**src/rtl/mem_access_pkg.sv**
```systemverilog
// Shared encodings and decode helpers for the mem_access stage: memory op codes,
// exception codes, FSM states, byte-enable and store-lane replication.
package mem_access_pkg;

  typedef enum logic [3:0] {
    OP_NONE = 4'd0,
    OP_LW   = 4'd1,
    OP_LH   = 4'd2,
    OP_LHU  = 4'd3,
    OP_LB   = 4'd4,
    OP_LBU  = 4'd5,
    OP_SW   = 4'd6,
    OP_SH   = 4'd7,
    OP_SB   = 4'd8
  } mem_op_e;

  localparam logic [2:0] EXC_NONE   = 3'd0;
  localparam logic [2:0] EXC_OVF    = 3'd1;
  localparam logic [2:0] EXC_ADEL   = 3'd2;
  localparam logic [2:0] EXC_ADES   = 3'd3;
  localparam logic [2:0] EXC_BUSERR = 3'd4;

  typedef enum logic [1:0] {
    ST_IDLE = 2'd0,
    ST_REQ  = 2'd1,
    ST_RESP = 2'd2
  } state_e;

  function automatic logic is_load(input logic [3:0] op);
    return (op == OP_LW) || (op == OP_LH) || (op == OP_LHU) ||
           (op == OP_LB) || (op == OP_LBU);
  endfunction

  function automatic logic is_store(input logic [3:0] op);
    return (op == OP_SW) || (op == OP_SH) || (op == OP_SB);
  endfunction

  function automatic logic misaligned(input logic [3:0] op, input logic [1:0] lane);
    logic word_op;
    logic half_op;
    word_op = (op == OP_LW) || (op == OP_SW);
    half_op = (op == OP_LH) || (op == OP_LHU) || (op == OP_SH);
    return (word_op && (lane != 2'b00)) || (half_op && lane[0]);
  endfunction

  function automatic logic [3:0] byte_en(input logic [3:0] op, input logic [1:0] lane);
    logic [3:0] be;
    case (op)
      OP_SH:   be = lane[1] ? 4'b1100 : 4'b0011;
      OP_SB:   be = 4'b0001 << lane;
      default: be = 4'b1111;
    endcase
    return be;
  endfunction

  function automatic logic [31:0] store_data(input logic [3:0] op, input logic [31:0] wdata);
    logic [31:0] d;
    case (op)
      OP_SH:   d = {wdata[15:0], wdata[15:0]};
      OP_SB:   d = {4{wdata[7:0]}};
      default: d = wdata;
    endcase
    return d;
  endfunction

endpackage

```
**src/rtl/mem_access_load_ext.sv**
```systemverilog
// load_ext: picks the addressed byte/halfword lane of a read word and
// sign- or zero-extends it according to the load op.
module load_ext
  import mem_access_pkg::*;
(
  input  logic [3:0]  op,
  input  logic [1:0]  lane,
  input  logic [31:0] rdata,
  output logic [31:0] data
);

  logic [7:0]  byte_v;
  logic [15:0] half_v;

  always_comb begin
    byte_v = rdata[7:0];
    case (lane)
      2'd1:    byte_v = rdata[15:8];
      2'd2:    byte_v = rdata[23:16];
      2'd3:    byte_v = rdata[31:24];
      default: byte_v = rdata[7:0];
    endcase
    half_v = lane[1] ? rdata[31:16] : rdata[15:0];

    data = rdata;
    case (op)
      OP_LB:   data = {{24{byte_v[7]}}, byte_v};
      OP_LBU:  data = {24'd0, byte_v};
      OP_LH:   data = {{16{half_v[15]}}, half_v};
      OP_LHU:  data = {16'd0, half_v};
      default: data = rdata;
    endcase
  end

endmodule

```
**src/rtl/mem_access.sv**
```systemverilog
// Memory-access stage: takes an execute result, issues at most one data-memory
// access, and produces a writeback or exception pulse. MEM_TIMEOUT_EN adds a bus timeout.
module mem_access
  import mem_access_pkg::*;
#(
  parameter int TIMEOUT_CYCLES = 255
) (
  input  logic        clk,
  input  logic        rst_n,
  input  logic        ex_valid,
  output logic        ex_ready,
  input  logic [31:0] ex_addr,
  input  logic [31:0] ex_wdata,
  input  logic [3:0]  ex_mem_op,
  input  logic [4:0]  ex_rd,
  input  logic        ex_ovf,
  output logic        dm_req,
  output logic        dm_we,
  output logic [31:0] dm_addr,
  output logic [3:0]  dm_be,
  output logic [31:0] dm_wdata,
  input  logic        dm_ack,
  input  logic [31:0] dm_rdata,
  output logic        wb_valid,
  output logic        wb_we,
  output logic [31:0] wb_data,
  output logic [4:0]  wb_rd,
  output logic        exc_valid,
  output logic [2:0]  exc_code,
  output logic [1:0]  state
);

  // Handshake: a result transfers on a rising edge where ex_valid && ex_ready;
  // ex_ready depends only on internal state, never on ex_valid.
  state_e      state_q, state_d;
  logic        run_q;
  logic        accept, mem_ld, mem_st, bad_align, go_mem, timeout, done;
  logic [3:0]  op_q;
  logic [1:0]  lane_q;
  logic [31:0] ld_data;

  assign ex_ready  = run_q && (state_q == ST_IDLE);
  assign accept    = ex_valid && ex_ready;
  assign mem_ld    = is_load(ex_mem_op);
  assign mem_st    = is_store(ex_mem_op);
  assign bad_align = misaligned(ex_mem_op, ex_addr[1:0]);
  assign go_mem    = accept && !ex_ovf && !bad_align && (mem_ld || mem_st);
  assign done      = (state_q == ST_REQ) && (dm_ack || timeout);
  assign state     = state_q;

`ifdef MEM_TIMEOUT_EN
  localparam int CW = (TIMEOUT_CYCLES > 1) ? $clog2(TIMEOUT_CYCLES) : 1;
  logic [CW-1:0] cnt_q;

  always_ff @(posedge clk or negedge rst_n) begin
    if (!rst_n) begin
      cnt_q <= '0;
    end else if (state_q != ST_REQ) begin
      cnt_q <= '0;
    end else if (!timeout) begin
      cnt_q <= cnt_q + 1'b1;
    end
  end

  assign timeout = (state_q == ST_REQ) && !dm_ack && (cnt_q == CW'(TIMEOUT_CYCLES - 1));
`else
  // No limit in this build: the comparison is constant false, REQ waits for dm_ack.
  assign timeout = (TIMEOUT_CYCLES < 0);
`endif

  load_ext u_load_ext (
    .op    (op_q),
    .lane  (lane_q),
    .rdata (dm_rdata),
    .data  (ld_data)
  );

  always_ff @(posedge clk or negedge rst_n) begin
    if (!rst_n) begin
      state_q <= ST_IDLE;
      run_q   <= 1'b0;
    end else begin
      state_q <= state_d;
      run_q   <= 1'b1;
    end
  end

  always_comb begin
    state_d = state_q;
    case (state_q)
      ST_IDLE: if (go_mem) state_d = ST_REQ;
      ST_REQ:  if (done)   state_d = ST_RESP;
      ST_RESP: state_d = ST_IDLE;
      default: state_d = ST_IDLE;
    endcase
  end

  always_ff @(posedge clk or negedge rst_n) begin
    if (!rst_n) begin
      dm_req    <= 1'b0;
      dm_we     <= 1'b0;
      dm_addr   <= '0;
      dm_be     <= '0;
      dm_wdata  <= '0;
      wb_valid  <= 1'b0;
      wb_we     <= 1'b0;
      wb_data   <= '0;
      wb_rd     <= '0;
      exc_valid <= 1'b0;
      exc_code  <= EXC_NONE;
      op_q      <= '0;
      lane_q    <= '0;
    end else begin
      wb_valid  <= 1'b0;
      exc_valid <= 1'b0;
      exc_code  <= EXC_NONE;
      if (accept) begin
        wb_rd <= ex_rd;
        if (ex_ovf || bad_align) begin
          wb_valid  <= 1'b1;
          wb_we     <= 1'b0;
          wb_data   <= '0;
          exc_valid <= 1'b1;
          exc_code  <= ex_ovf ? EXC_OVF : (mem_ld ? EXC_ADEL : EXC_ADES);
        end else if (go_mem) begin
          op_q     <= ex_mem_op;
          lane_q   <= ex_addr[1:0];
          dm_req   <= 1'b1;
          dm_we    <= mem_st;
          dm_addr  <= {ex_addr[31:2], 2'b00};
          dm_be    <= byte_en(ex_mem_op, ex_addr[1:0]);
          dm_wdata <= store_data(ex_mem_op, ex_wdata);
        end else begin
          wb_valid <= 1'b1;
          wb_we    <= (ex_rd != 5'd0);
          wb_data  <= ex_addr;
        end
      end else if (done) begin
        dm_req   <= 1'b0;
        dm_we    <= 1'b0;
        wb_valid <= 1'b1;
        if (dm_ack) begin
          wb_we   <= is_load(op_q) && (wb_rd != 5'd0);
          wb_data <= is_load(op_q) ? ld_data : 32'd0;
        end else begin
          wb_we     <= 1'b0;
          wb_data   <= '0;
          exc_valid <= 1'b1;
          exc_code  <= EXC_BUSERR;
        end
      end
    end
  end

endmodule

```
**config.mk**
```make
export PLATFORM = sky130hd
export DESIGN_NAME = mem_access
export DESIGN_NICKNAME = d
export VERILOG_FILES = /design/src/rtl/mem_access_pkg.sv /design/src/rtl/mem_access_load_ext.sv /design/src/rtl/mem_access.sv
export SDC_FILE = /design/constraint.sdc
export NUM_CORES = 1
export LEC_CHECK = 0
export BUFFER_PORTS_ARGS = -buffer_cell sky130_fd_sc_hd__buf_4
export CAP_MARGIN = 15
export CORE_ASPECT_RATIO = 0.8
export CORE_UTILIZATION = 50
export CTS_CLUSTER_DIAMETER = 150
export CTS_CLUSTER_SIZE = 24
export DETAILED_ROUTE_END_ITERATION = 10
export PLACE_DENSITY_LB_ADDON = 0.1
export SLEW_MARGIN = 30
export SYNTH_ARGS = -nofsm -noshare
export SYNTH_HDL_FRONTEND = slang
export SYNTH_SLANG_ARGS = --single-unit
```
**constraint.sdc**
```tcl
create_clock -name clk -period 2.5 [get_ports clk]
set_input_delay 0.25 -clock clk [delete_from_list [all_inputs] [get_ports clk]]
set_output_delay 0.25 -clock clk [all_outputs]
set_load 0.05 [all_outputs]
```
==> metrics.md <==
| Metric | Value |
|---|---|
| Wirelength, routed | 18,600 um |
| Synth Flop Type | dfrtp_1 |
| Max-slew violations | 0 |
| Multi-input logic area | 3150 um2 |
| Clk Latency, worst-skew pair | 410 ps |
| Final setup margin | 257 ps |
| H-tree depth | 4 |
| Endpoints failing hold | 0 |
| Tcrit/Tclk final | 0.897 |
| Leakage dissipation | 4.53 nW |
| Drt drc | 0 |
| F_max | 446 MHz |
| Design area | 8890 um2 |
| CTS tree | done |
| Synth warn | 0 |
| Seq/Total Area, Yosys | 0.467 |
| RR Startpoint | op_q[1] |
| FP Rows | 36 |
| PD cells | 1090 nW/um2 |
| Vias | 5,254 |
| WL per Instance | 20.0 um |
| Largest net degree at the start of global routing | 51 |
| Setup TNS | 0 ps |
| Setup Skew | 7.99 ps |
| Synth top area cells | dfrtp_1, mux2_4, mux2_2 |
| Worst Path Arrival | 2530 ps |
| Maxcap violations | 0 |
| Asr flop ratio synth | 1.00 |
| Max stage delay cell, worst path | dfrtp_1 |
| Grt ovf | 0 |
| Mapped Cells | 521 |
| Clk buf depth | 2 |
| Inserted Clock Buffers | 17 |
| Worst-path maximum fanout | 19 |
| Synthesis-to-layout area growth | 38.4% |
| # fillers | 925 |
| Register area | 3000 um2 |
| Routed Antenna Nets | 0 |
| Mean Syn Cell Area | 12.3 um2 |
| Mapped cell area | 6420 um2 |
| Fin crit period | 2240 ps |
| Dpl ws | 289 ps |
| # hold bufs at CTS | 1 |
| Antenna Cells | 0 |
| Share of layout cells above drive strength 1 | 0.502 |
| DIE HEIGHT | 103 um |
| Crit path launch | op_q[1] |
| DR vias/cell | 5.65 |
| Startpoint Class | register |
| I/O pins | 226 |
| Max stage delay on crit path | 690 ps |
| CP bufs+invs | 0 |
| Vias in the first global route | 5,227 |
| Post-CTS Resized | 0 |
| PortBufs | 223 |
| CORE AREA | 12,300 um2 |
| Crit-path cells | nand2b_4 -> a21o_1 -> a21oi_1 -> a22o_1 -> mux2_1 |
| RSZ-0062 raised after global routing | no |
| WP data required | 2780 ps |
| Worst Tran Pin Value | 727 ps |
| Root buf cell | clkbuf_16 |
| Post-synth top area cell | dfrtp_1 |
| Setup bufs post-CTS | 0 |
| Non-filler instance count after layout | 930 |
| Status | finished clean |
| Normalized max-slew margin | 0.513 |
| Cell Area, Placed | 8310 um2 |
| Synth Register Bits | 120 |
| Clk sinks | 120 |
| Worst setup EP type | register |
| First-pass GRT wire length | 28,100 um |
| Final Power | 9.72 mW |
| Hold Crit Start | dm_ack |
| Distinct cells, synth | 59 |
| Path type of the worst min-delay path | in2reg |
| DRT iter0 DRCs | 330 |
| DRT Pass-1 Iters | 5 |
| Hpwl dp | 13,600 um |
| Largest delay share family, worst path | compound AO/OA/AOI/OAI gates |
| Clk slew on worst S/H paths | 50 ps |
| Critical path class | reg2reg |
| Die area | 13,300 um2 |
| Nets@finish | 859 |
| Initial Util | 0.520 |
| Final Wtd Congestion | 0.848 |
| Post-synth top area share | 0.467 |
| Peak supply drop | 0.694 mV |
| GRT Util Overall | 0.284 |
| Die W | 129 um |
| Post-Place Cells | 900 |
| Initial antenna violation count | 0 |
| Final setup viols | 0 |
| Post-synth EDFFs | 0 |
| Worst reg-to-reg setup slack | 260 ps |
==> cell usage in the layout (no fill, tap or decap), drive strengths merged, types with 3 or more instances in the layout <==
| master | synthesis | routed |
|---|---|---|
| clkbuf | 12 | 21 |
| nor2 | 11 | 11 |
| or2 | 4 | 4 |
| nand2 | 14 | 14 |
| o21bai | 9 | 9 |
| buf | 30 | 248 |
| inv | 6 | 6 |
| nand2b | 9 | 9 |
| dfrtp | 120 | 120 |
| o2bb2ai | 15 | 15 |
| mux2i | 22 | 22 |
| a21o | 17 | 17 |
| clkinvlp | 0 | 3 |
| and3 | 9 | 9 |
| o21ai | 13 | 13 |
| a21oi | 43 | 43 |
| o22a | 7 | 7 |
| clkinv | 0 | 3 |
| a221o | 8 | 8 |
| nor3 | 4 | 4 |
| conb | 2 | 4 |
| and2 | 3 | 3 |
| nor2b | 3 | 3 |
| a41oi | 3 | 3 |
| nor3b | 3 | 3 |
| mux2 | 93 | 93 |
| a31oi | 16 | 16 |
| a22o | 17 | 17 |
| o22ai | 7 | 7 |
==> registers in the layout, summed over array words and instances (netlist names), 2 cells and up <==
signal	flops
dm_addr	30
dm_be	4
dm_wdata	32
exc_code	3
lane_q	2
op_q	4
state	2
wb_data	32
wb_rd	5
==> report_power, final <==
part	switching, mW	internal [mW]	total (mW)
Clock	0.842	1.55	2.39
Sequential	0.393	2.46	2.86
Combinational	2.82	1.66	4.47
==> cells in the mapped netlist (2+ instances only) <==
master	count
o2bb2ai_1	15
and2_1	3
clkbuf_1	12
buf_4	7
nor3b_1	3
nand2_1	12
mux2i_1	22
buf_6	9
nor2b_1	3
o21bai_1	9
nor3_2	2
mux2_4	48
dfrtp_1	120
mux2_1	7
mux2_2	38
o22ai_1	7
conb_1	2
a221o_1	8
or4_1	2
a21oi_1	42
or2_2	3
a22oi_1	2
inv_1	6
a22o_1	17
a31oi_1	16
buf_2	13
o21ai_0	12
nand2b_1	7
nor3_1	2
and3_1	9
nor2_1	11
a21o_1	17
a41oi_1	3
o22a_1	7
==> metrics by stage <==
stage               utilization  hold slack [ps]
CTS                       0.721             69.4
global placement          0.672              319
global route              0.721             67.8
detailed placement        0.673              324
finish                    0.721             84.2
floorplan                     -            -45.6
==> cells by family (layout without fill, tap and decap cells) <==
| kind of cell | Yosys count | after routing | share of synthesized area |
|---|---|---|---|
| simple gates | 68 | 68 | 0.0651 |
| flops | 120 | 120 | 0.467 |
| compound gates | 167 | 167 | 0.192 |
| mux | 116 | 116 | 0.229 |
| buf+inv | 48 | 284 | 0.0452 |
| other cells | 2 | 4 | 0.00117 |
==> worst register-to-register path, cell delays in order (launching register included) <==
cell,delay [ps]
dfrtp_1,690
nand2b_4,300
a21o_1,500
a21oi_1,140
a22o_1,210
mux2_1,280
==> final cells by class <==
| cell class | count | area share |
|---|---|---|
| Tap cell | 171 | 0.0241 |
| Timing Repair Buffer | 249 | 0.216 |
| Clock buffer | 21 | 0.0540 |
| Sequential cell | 120 | 0.338 |
| Multi-Input combinational cell | 355 | 0.355 |
| Inverter | 6 | 0.00253 |
| Clock inverter | 8 | 0.0110 |
==> layer usage <==
layer	global-route usage	share of wire
met5	0	0
met1	0.386	0.45
met2	0.432	0.46
met4	0.0824	0.010
met3	0.0962	0.085
==> path summary, 6_finish.rpt <==
| check | endpoint | cells after the start |
|---|---|---|
| max | wb_data[15] | 5 |
| min | state[0] | 2 |
| max reg2reg | wb_data[15] | 5 |
| min reg2reg | wb_data[6] | 1 |
| max in group asynchronous | wb_data[13] | 3 |
| min in group asynchronous | wb_data[19] | 2 |
Power figures use the tool's default switching activity.
